==> src/rtl/versat_seq_mux_pkg.sv <==
// Shared types and mode encodings for the sequenced N-input multiplexer unit.
package versat_seq_mux_pkg;

  typedef enum logic [1:0] {
    StIdle,
    StDelay,
    StActive
  } state_e;

  localparam logic [1:0] MODE_STATIC = 2'd0;
  localparam logic [1:0] MODE_SWEEP  = 2'd1;
  localparam logic [1:0] MODE_STEP   = 2'd2;

endpackage

==> src/rtl/versat_cnt.sv <==
// Loadable down-counter with zero flag; load has priority over enable.
module versat_cnt #(
  parameter int unsigned CNT_W = 16
) (
  input  logic             clk_i,
  input  logic             rst_ni,
  input  logic             load_i,
  input  logic [CNT_W-1:0] load_val_i,
  input  logic             en_i,
  output logic             zero_o
);

  logic [CNT_W-1:0] cnt_q, cnt_d;

  always_comb begin
    cnt_d = cnt_q;
    if (load_i) begin
      cnt_d = load_val_i;
    end else if (en_i) begin
      cnt_d = cnt_q - CNT_W'(1);
    end
  end

  always_ff @(posedge clk_i or negedge rst_ni) begin
    if (!rst_ni) begin
      cnt_q <= '0;
    end else begin
      cnt_q <= cnt_d;
    end
  end

  assign zero_o = (cnt_q == '0);

endmodule

==> src/rtl/versat_seq_mux.sv <==
// Sequenced N-input multiplexer: static, round-robin sweep or step-driven selection
// onto a registered output, under the run/running/done unit protocol.
module versat_seq_mux
  import versat_seq_mux_pkg::*;
#(
  parameter int unsigned DATA_W = 32,
  parameter int unsigned N_IN   = 4,
  parameter int unsigned SEL_W  = $clog2(N_IN),
  parameter int unsigned CNT_W  = 16
) (
  input  logic                   clk,
  input  logic                   rst,
  input  logic                   run,
  output logic                   running,
  output logic                   done,
  input  logic [N_IN*DATA_W-1:0] in,
  output logic [DATA_W-1:0]      out0,
  input  logic [SEL_W-1:0]       sel_cfg,
  input  logic [1:0]             mode,
  input  logic [CNT_W-1:0]       delay,
  input  logic [CNT_W-1:0]       period,
  input  logic [CNT_W-1:0]       iter,
  input  logic                   step
);

  localparam logic [SEL_W-1:0] MaxSel = SEL_W'(N_IN - 1);

  state_e              state_q, state_d;
  logic [SEL_W-1:0]    cur_sel_q, cur_sel_d;
  logic [1:0]          mode_q, mode_d;
  logic [CNT_W-1:0]    per_rel_q, per_rel_d;
  logic                done_q, done_d;
  logic [DATA_W-1:0]   out0_q, sel_data;

  logic [SEL_W-1:0]    sel_start, sel_wrap;
  logic [CNT_W-1:0]    per_eff;

  logic                dly_load, dly_en, dly_zero;
  logic [CNT_W-1:0]    dly_val;
  logic                per_load, per_en, per_zero;
  logic [CNT_W-1:0]    per_val;
  logic                it_load, it_en, it_zero;
  logic [CNT_W-1:0]    it_val;

  // Out-of-range start selections clamp to the last input.
  assign sel_start = ({1'b0, sel_cfg} > {1'b0, MaxSel}) ? MaxSel : sel_cfg;
  assign sel_wrap  = (cur_sel_q >= MaxSel) ? '0 : cur_sel_q + SEL_W'(1);
  // Counters hold reload-1 so the zero flag marks the last cycle of each interval.
  assign per_eff   = (period == '0) ? '0 : period - CNT_W'(1);

  always_comb begin
    state_d   = state_q;
    cur_sel_d = cur_sel_q;
    mode_d    = mode_q;
    per_rel_d = per_rel_q;
    done_d    = 1'b0;
    dly_load  = 1'b0;
    dly_val   = '0;
    dly_en    = 1'b0;
    per_load  = 1'b0;
    per_val   = per_rel_q;
    per_en    = 1'b0;
    it_load   = 1'b0;
    it_val    = '0;
    it_en     = 1'b0;

    unique case (state_q)
      StIdle: begin
        if (run) begin
          cur_sel_d = sel_start;
          mode_d    = mode;
          per_rel_d = per_eff;
          per_load  = 1'b1;
          per_val   = per_eff;
          it_load   = 1'b1;
          it_val    = iter - CNT_W'(1);
          dly_load  = 1'b1;
          dly_val   = delay - CNT_W'(1);
          if (iter == '0) begin
            done_d = 1'b1;
          end else if (delay == '0) begin
            state_d = StActive;
          end else begin
            state_d = StDelay;
          end
        end
      end

      StDelay: begin
        if (dly_zero) begin
          state_d = StActive;
        end else begin
          dly_en = 1'b1;
        end
      end

      StActive: begin
        if (it_zero) begin
          state_d = StIdle;
          done_d  = 1'b1;
        end else begin
          it_en = 1'b1;
        end

        case (mode_q)
          MODE_SWEEP: begin
            if (per_zero) begin
              per_load = 1'b1;
              // A period boundary on the final cycle does not advance the selection.
              if (!it_zero) begin
                cur_sel_d = sel_wrap;
              end
            end else begin
              per_en = 1'b1;
            end
          end
          MODE_STEP: begin
            if (step) begin
              cur_sel_d = sel_wrap;
            end
          end
          default: ;
        endcase
      end

      default: state_d = StIdle;
    endcase
  end

  always_ff @(posedge clk or negedge rst) begin
    if (!rst) begin
      state_q   <= StIdle;
      cur_sel_q <= '0;
      mode_q    <= MODE_STATIC;
      per_rel_q <= '0;
      done_q    <= 1'b0;
    end else begin
      state_q   <= state_d;
      cur_sel_q <= cur_sel_d;
      mode_q    <= mode_d;
      per_rel_q <= per_rel_d;
      done_q    <= done_d;
    end
  end

  always_comb begin
    sel_data = '0;
    for (int unsigned k = 0; k < N_IN; k++) begin
      if (cur_sel_q == SEL_W'(k)) begin
        sel_data = in[k*DATA_W +: DATA_W];
      end
    end
  end

  always_ff @(posedge clk or negedge rst) begin
    if (!rst) begin
      out0_q <= '0;
    end else begin
      out0_q <= sel_data;
    end
  end

  versat_cnt #(
    .CNT_W(CNT_W)
  ) u_dly_cnt (
    .clk_i     (clk),
    .rst_ni    (rst),
    .load_i    (dly_load),
    .load_val_i(dly_val),
    .en_i      (dly_en),
    .zero_o    (dly_zero)
  );

  versat_cnt #(
    .CNT_W(CNT_W)
  ) u_per_cnt (
    .clk_i     (clk),
    .rst_ni    (rst),
    .load_i    (per_load),
    .load_val_i(per_val),
    .en_i      (per_en),
    .zero_o    (per_zero)
  );

  versat_cnt #(
    .CNT_W(CNT_W)
  ) u_it_cnt (
    .clk_i     (clk),
    .rst_ni    (rst),
    .load_i    (it_load),
    .load_val_i(it_val),
    .en_i      (it_en),
    .zero_o    (it_zero)
  );

  assign running = (state_q != StIdle);
  assign done    = done_q;
  assign out0    = out0_q;

endmodule

==> config.mk <==
export PLATFORM = sky130hd
export DESIGN_NAME = versat_seq_mux
export DESIGN_NICKNAME = d
export VERILOG_FILES = /design/src/rtl/versat_seq_mux_pkg.sv /design/src/rtl/versat_cnt.sv /design/src/rtl/versat_seq_mux.sv
export SDC_FILE = /design/constraint.sdc
export NUM_CORES = 1
export LEC_CHECK = 0
export CORE_MARGIN = 4
export CORE_UTILIZATION = 40
export DETAILED_ROUTE_END_ITERATION = 7
export GPL_TIMING_DRIVEN = 1
export PLACE_DENSITY_LB_ADDON = 0.08
export SYNTH_ARGS = -nofsm -noshare
export SYNTH_HDL_FRONTEND = slang
export SYNTH_HIERARCHICAL = 1
export SYNTH_SLANG_ARGS = --single-unit
==> constraint.sdc <==
create_clock -name clk -period 4.3 [get_ports clk]
set_clock_uncertainty 0.05 [all_clocks]
set_input_delay 0.645 -clock clk [delete_from_list [all_inputs] [get_ports clk]]
set_output_delay 0.645 -clock clk [all_outputs]
set_load 0.01 [all_outputs]
# Yosys cells after proc, flatten, opt, wreduce, memory -nomap -nowiden
# Index checks and enable logic that the tools add are counted.
[word_totals]
out_inout_bits = 34
elab_cells = 94
inputBits = 184
register_bits = 103
[classes]
order_cmp = 1
n_mux = 46
reduce_logical = 16
eq_ne = 15
addsub = 7
[ops]
columns = ["op", "n"]
rows = [
  ["16-bit two-way mux", 13],
  ["32-bit two-way mux", 4],
  ["16-bit logical NOT", 6],
  ["16-bit by 1-bit subtractor with 16-bit output, second input constant", 6],
  ["2-bit two-way mux", 10],
  ["1-bit two-way mux", 14],
  ["2-bit nonzero test", 5],
  ["3-bit inequality test, second input constant", 3],
  ["2-bit equality test, second input constant", 4],
  ["2-bit inequality test, second input constant", 4],
  ["2-bit case mux with 2 select lines", 2],
  ["2-bit by 1-bit equality test with 1-bit output, second input constant", 3],
  ["2-bit case mux with 3 select lines", 1],
  ["6-bit AND reduction", 1],
  ["2-bit logical NOT", 2],
  ["1-bit case mux with 2 select lines", 2],
  ["4-bit AND reduction", 1],
  ["3-bit by 2-bit inequality test with 1-bit output, second input constant", 1],
  ["2-bit by 1-bit adder with 2-bit output, second input constant", 1],
  ["2-bit greater-or-equal comparator, second input constant", 1],
  ["2-bit AND reduction", 1],
]

# Longest topological paths before layout
[logic_depth]
depth_word = 6
depth_mapped = 13

# Hierarchy
# The synthesis kept the hierarchy.
[modules_own_cells]
columns = ["mod", "n_inst", "seq_area_each_um2", "area_per_inst_um2", "cells_per_inst"]
rows = [
  ["versat_seq_mux", 1, 1376.3, 3647.2, 474],
  ["versat_cnt at u_it_cnt ...", 2, 400.4, 1028.5, 111],
  ["versat_cnt at u_dly_cnt", 1, 400.4, 1026.0, 112],
]

# Worst setup path before layout
# OpenSTA, ideal clock, no wires.
[synth_path]
path_type = "register to register"
from = "reg u_per_cnt.cnt_q[4]"
to = "reg u_per_cnt.cnt_q[8]"
t_required_ps = 4113
n_path_buf = 4
slack_ps = 1119
arrival_ps = 2994
stages_incl_launch_ff = 13
synth_period_minus_slack_ps = 3181
path_cell_list = "dfrtp_1 > or4_4 > buf_6 > buf_8 > or4b_4 > nor3_2 > nand3_1 > a21oi_1 > clkbuf_1 > clkbuf_1 > nor2_1 > nand4_1 > nand3_1"
[synth_between]
elab_chain_cells = 5
[synth_lines]
columns = ["element", "line", "source"]
rows = [
  ["start, declared", "versat_cnt.sv:13", "logic [CNT_W-1:0] cnt_q, cnt_d;"],
  ["start signal, assigned", "versat_cnt.sv:28", "cnt_q <= cnt_d;"],
  ["16-bit logical NOT *", "versat_cnt.sv:32", "assign zero_o = (cnt_q == '0);"],
  ["net per_zero", "versat_seq_mux.sv:40", "logic per_load, per_en, per_zero;"],
  ["1-bit two-way mux *", "versat_seq_mux.sv:107", "if (per_zero) begin"],
  ["1-bit two-way mux *", "versat_seq_mux.sv:105", "case (mode_q)"],
  ["1-bit case mux with 2 select lines *", "versat_seq_mux.sv:67", "unique case (state_q)"],
  ["net per_load", "versat_seq_mux.sv:40", ""],
  ["16-bit two-way mux / 2-bit nonzero test (equally long branches)", "n/a", ""],
]
# Mark *: on every way through the listed nets, which the timed path passes. The rest lies on a longest branch. The select of a mux whose other input is x is not followed.
# A chain may end at the register's enable or synchronous reset.

# Worst setup path in the final report
[layout_path]
from = "reg u_per_cnt.cnt_q[0]"
to = "reg u_per_cnt.cnt_q[11]"
[layout_between]
elab_chain_cells = 5
[layout_lines]
columns = ["element", "line"]
rows = [
  ["16-bit logical NOT", "versat_cnt.sv:32"],
  ["net per_zero", "versat_seq_mux.sv:40"],
  ["1-bit two-way mux", "versat_seq_mux.sv:107"],
  ["1-bit two-way mux", "versat_seq_mux.sv:105"],
  ["1-bit two-way mux", "versat_seq_mux.sv:67"],
  ["net per_en", "versat_seq_mux.sv:40"],
  ["2-bit nonzero test (no source line)", "n/a"],
]
# The timed path passes the listed nets, and every way through them passes these cells. The select of a mux whose other input is x is not followed.

==> metrics.md <==
| Metric | Value |
|---|---|
| Status | complete, no violations |
| Placeable Area | 16500 µm² |
| Largest family of logic cells by synthesized area | simple AND/OR/NAND/NOR gates |
| Nets | 1184 |
| Simple-gate area share of the yosys netlist | 27.3% |
| Gpl congestion | 0.788 |
| Dpl ws | 1.10 ns |
| Hold crit path type | input port to async pin |
| Total wire length | 20000 µm |
| Net count after synthesis | 1003 |
| Share of the synthesized area in the top cell type | 38.3% |
| TritonCTS buffer count | 9 |
| Number of remaining DRC errors | 0 |
| Gr ovfl total | 0 |
| Die Y | 138 µm |
| Type of origin of the critical path | register |
| Initial Utilization | 40.7% |
| Largest net degree at the start of global routing | 66 |
| Max Cap Viol | 0 |
| Largest cells by area after synthesis | dfrtp_1 (38%), nor2_1 (6.2%), nand2_1 (5.4%) |
| Mux contribution to synthesized area | 0.483% |
| FP Rows | 47 |
| Setup Buffers After CTS | 0 |
| Leading area contributor after synthesis | dfrtp_1 |
| Compound-Gate Fraction of Synth Area | 21.4% |
| Fmax | 0.314 GHz |
| Leakage | 0.00359 µW |
| Crit path DAT | 3.40 ns |
| Post-Layout Cell Count | 1214 |
| Slowest CP cell | nor3b_1 |
| Fin. max-slew vios | 0 |
| Drt first pass iters | 6 |
| Req. time, crit path | 4.52 ns |
| P&R area growth vs syn | 37.7% |
| Min Tclk post-route | 3.18 ns |
| Avg Vias per Cell | 5.38 |
| Die Footprint | 19000 µm² |
| CTS resizes | 0 |
| Clock latency at the later pin of the worst-skew pair | 0.35 ns |
| EDFF count, synth | 0 |
| Final WS setup | 1.12 ns |
| Sw power | 505 µW |
| Share of cells above drive strength 1 | 5.73% |
| Logic pwr share | 14.8% |
| Clk pwr share | 39.3% |
| Root Driver | clkbuf_16 |
| Sink Count | 103 |
| DR iter-0 viols | 445 |
| Synth Register Bits | 103 |
| Endpoints failing setup | 0 |
| Crit. End Element | register |
| Vias in the first global route | 6281 |
| Initial antenna violation count | 0 |
| Final period util | 74.0% |
| Synth cell types | 55 |
| Vias | 6528 |
| Final setup TNS | 0 ns |
| Crit Path Class | register to register |
| GRT Total Usage | 20.8% |
| Seq/Total Area, Yosys | 38.3% |
| Sequential Power Share | 45.9% |
| Highest fanout seen on the critical path | 10 |
| Wire per inst | 16.5 µm |
| Maximum VDD drop | 0.000188 V |
| FFs w/ async S/R, synth | 100% |
| Xor/xnor share of the synthesized area | 4.95% |
| Deepest clock path buffer count | 2 |
| Port bufs | 217 |
| Max H-tree Level | 3 |
| RSZ-0062 raised after global routing | false |
| Internal | 1640 µW |
| Max transition margin | 25.7% |
| Final hold vios | 0 |
| CTS Hold Bufs | 0 |
| Cells after Synth | 808 |
| Ys flop type | dfrtp_1 |
| Worst-Margin Slew | 1.11 ns |
| Die X | 138 µm |
| Avg Inst Size Synth | 8.33 µm² |
| Dpl cells | 1198 |
| Synth Area in Adders | 2.04% |
| Pwr dens | 232 nW/µm² |
| Sw frac | 23.5% |
| TritonCTS clock tree | done |
| Cell Area, Synth | 6730 µm² |
| IO Pins | 218 |
| CP peak stage delay | 0.70 ns |
| Most frequent cells in the layout | clkdlybuf4s50_1 (216), nor2_1 (111), dfrtp_1 (103), nand2_1 (96), o21ai_0 (70) |
| Clk slew on worst S/H paths | 0.08 ns |
| First-pass GRT wire length | 31500 µm |
| Synth warnings | 6 |
| Hold slack | 0.222 ns |
| N_diodes | 0 |
| Post-detail-place hpwl | 15100 µm |
| Most common cell after layout, fill and taps aside | clkdlybuf4s50_1 |
| Antenna viol nets, final | 0 |
| CP cell instances | inv_1 -> ha_1 -> or4b_4 -> nor3_2 -> nor3b_1 -> or4b_1 -> or4_1 -> a31oi_1 |
layer usage:
metal | global-route usage, % | up-vias | wire (µm)
met5 | 0 | - | 0
met4 | 5.87 | 0 | 362
met3 | 4.78 | 22 | 1290
met2 | 34.9 | 179 | 9590
met1 | 26.8 | 3033 | 8750
li1 | - | 3294 | -
final timing paths:
| check | slack, ns | cells past startpoint | endpoint | start |
|---|---|---|---|---|
| worst max register to register | 1.12 | 8 | u_per_cnt/cnt_q[11] | u_per_cnt/cnt_q[0] |
| worst min-delay path | 0.22 | 1 | u_it_cnt/cnt_q[5] | rst |
| max in group asynchronous | 3.14 | 2 | out0[21] | rst |
| min in group clk | 0.43 | 2 | per_rel_q[14] | per_rel_q[14] |
| worst max-delay path | 1.12 | 8 | u_per_cnt/cnt_q[11] | u_per_cnt/cnt_q[0] |
| worst min register to register | 0.43 | 2 | per_rel_q[14] | per_rel_q[14] |
stage by stage:
stage | instance area, µm² | total power, µW | utilization [%]
2_1_floorplan | 6730 | 1070 | -
3_3_place_gp | 8970 | 1330 | 54.3
3_5_place_dp | 8970 | 1330 | 54.3
4_1_cts | 9270 | 2180 | 56.1
5_1_grt | 9270 | 2240 | 56.1
6_report | 9270 | 2150 | 56.1
power by group through the flow:
stage	Clock, µW	Combinational [µW]	Sequential, µW
after floorplan	0	58.3	1010
after global placement	0	320	1010
after detailed placement	0	320	1010
after CTS	870	322	987
after global routing	910	344	989
final	844	317	987
cells in the mapped netlist, types with 10 or more instances:
master,count
a31oi_1,19
dfrtp_1,103
xnor2_1,25
clkbuf_1,34
o21ai_0,70
nor2_1,111
a221o_1,12
nor2b_1,15
or3_1,10
buf_2,10
inv_1,23
nor3_1,14
nand2_1,96
xor2_1,13
a21oi_1,42
a22oi_1,32
or4_1,17
nor4_1,25
o41a_1,12
ha_1,11
cell families after synthesis:
kind of cell               after synthesis
and+or+nand+nor                        354
AOI/OAI and AO/OA                      219
buffers and inverters                   80
muxes                                    3
adders and majority gates               11
xor gates and xnor gates                38
DFF                                    103
critical path: cells and delay by family (launching register included):
kind / cells / cell delay (ns)
compound gates: 1 / 0.16
simple gates: 5 / 2.19
flops: 1 / 0.40
buf+inv: 1 / 0.06
fa+ha+maj: 1 / 0.24
sequential cells by signal, summed over array words and instances, names as in the netlist:
signal	cells
u_dly_cnt/cnt_q	16
done	1
cur_sel_q	2
mode_q	2
state_q	2
per_rel_q	16
u_it_cnt/cnt_q	16
u_per_cnt/cnt_q	16
out0	32
cell type report:
class,instances,area (µm²)
Fill cell,1567,7260
Multi-Input combinational cell,625,3790
Sequential cell,103,2580
Timing Repair Buffer,226,2240
Tap cell,220,275
Clock buffer,10,229
Inverter,24,90.1
Clock inverter,6,70.1
(Power assumes the default switching activity.)
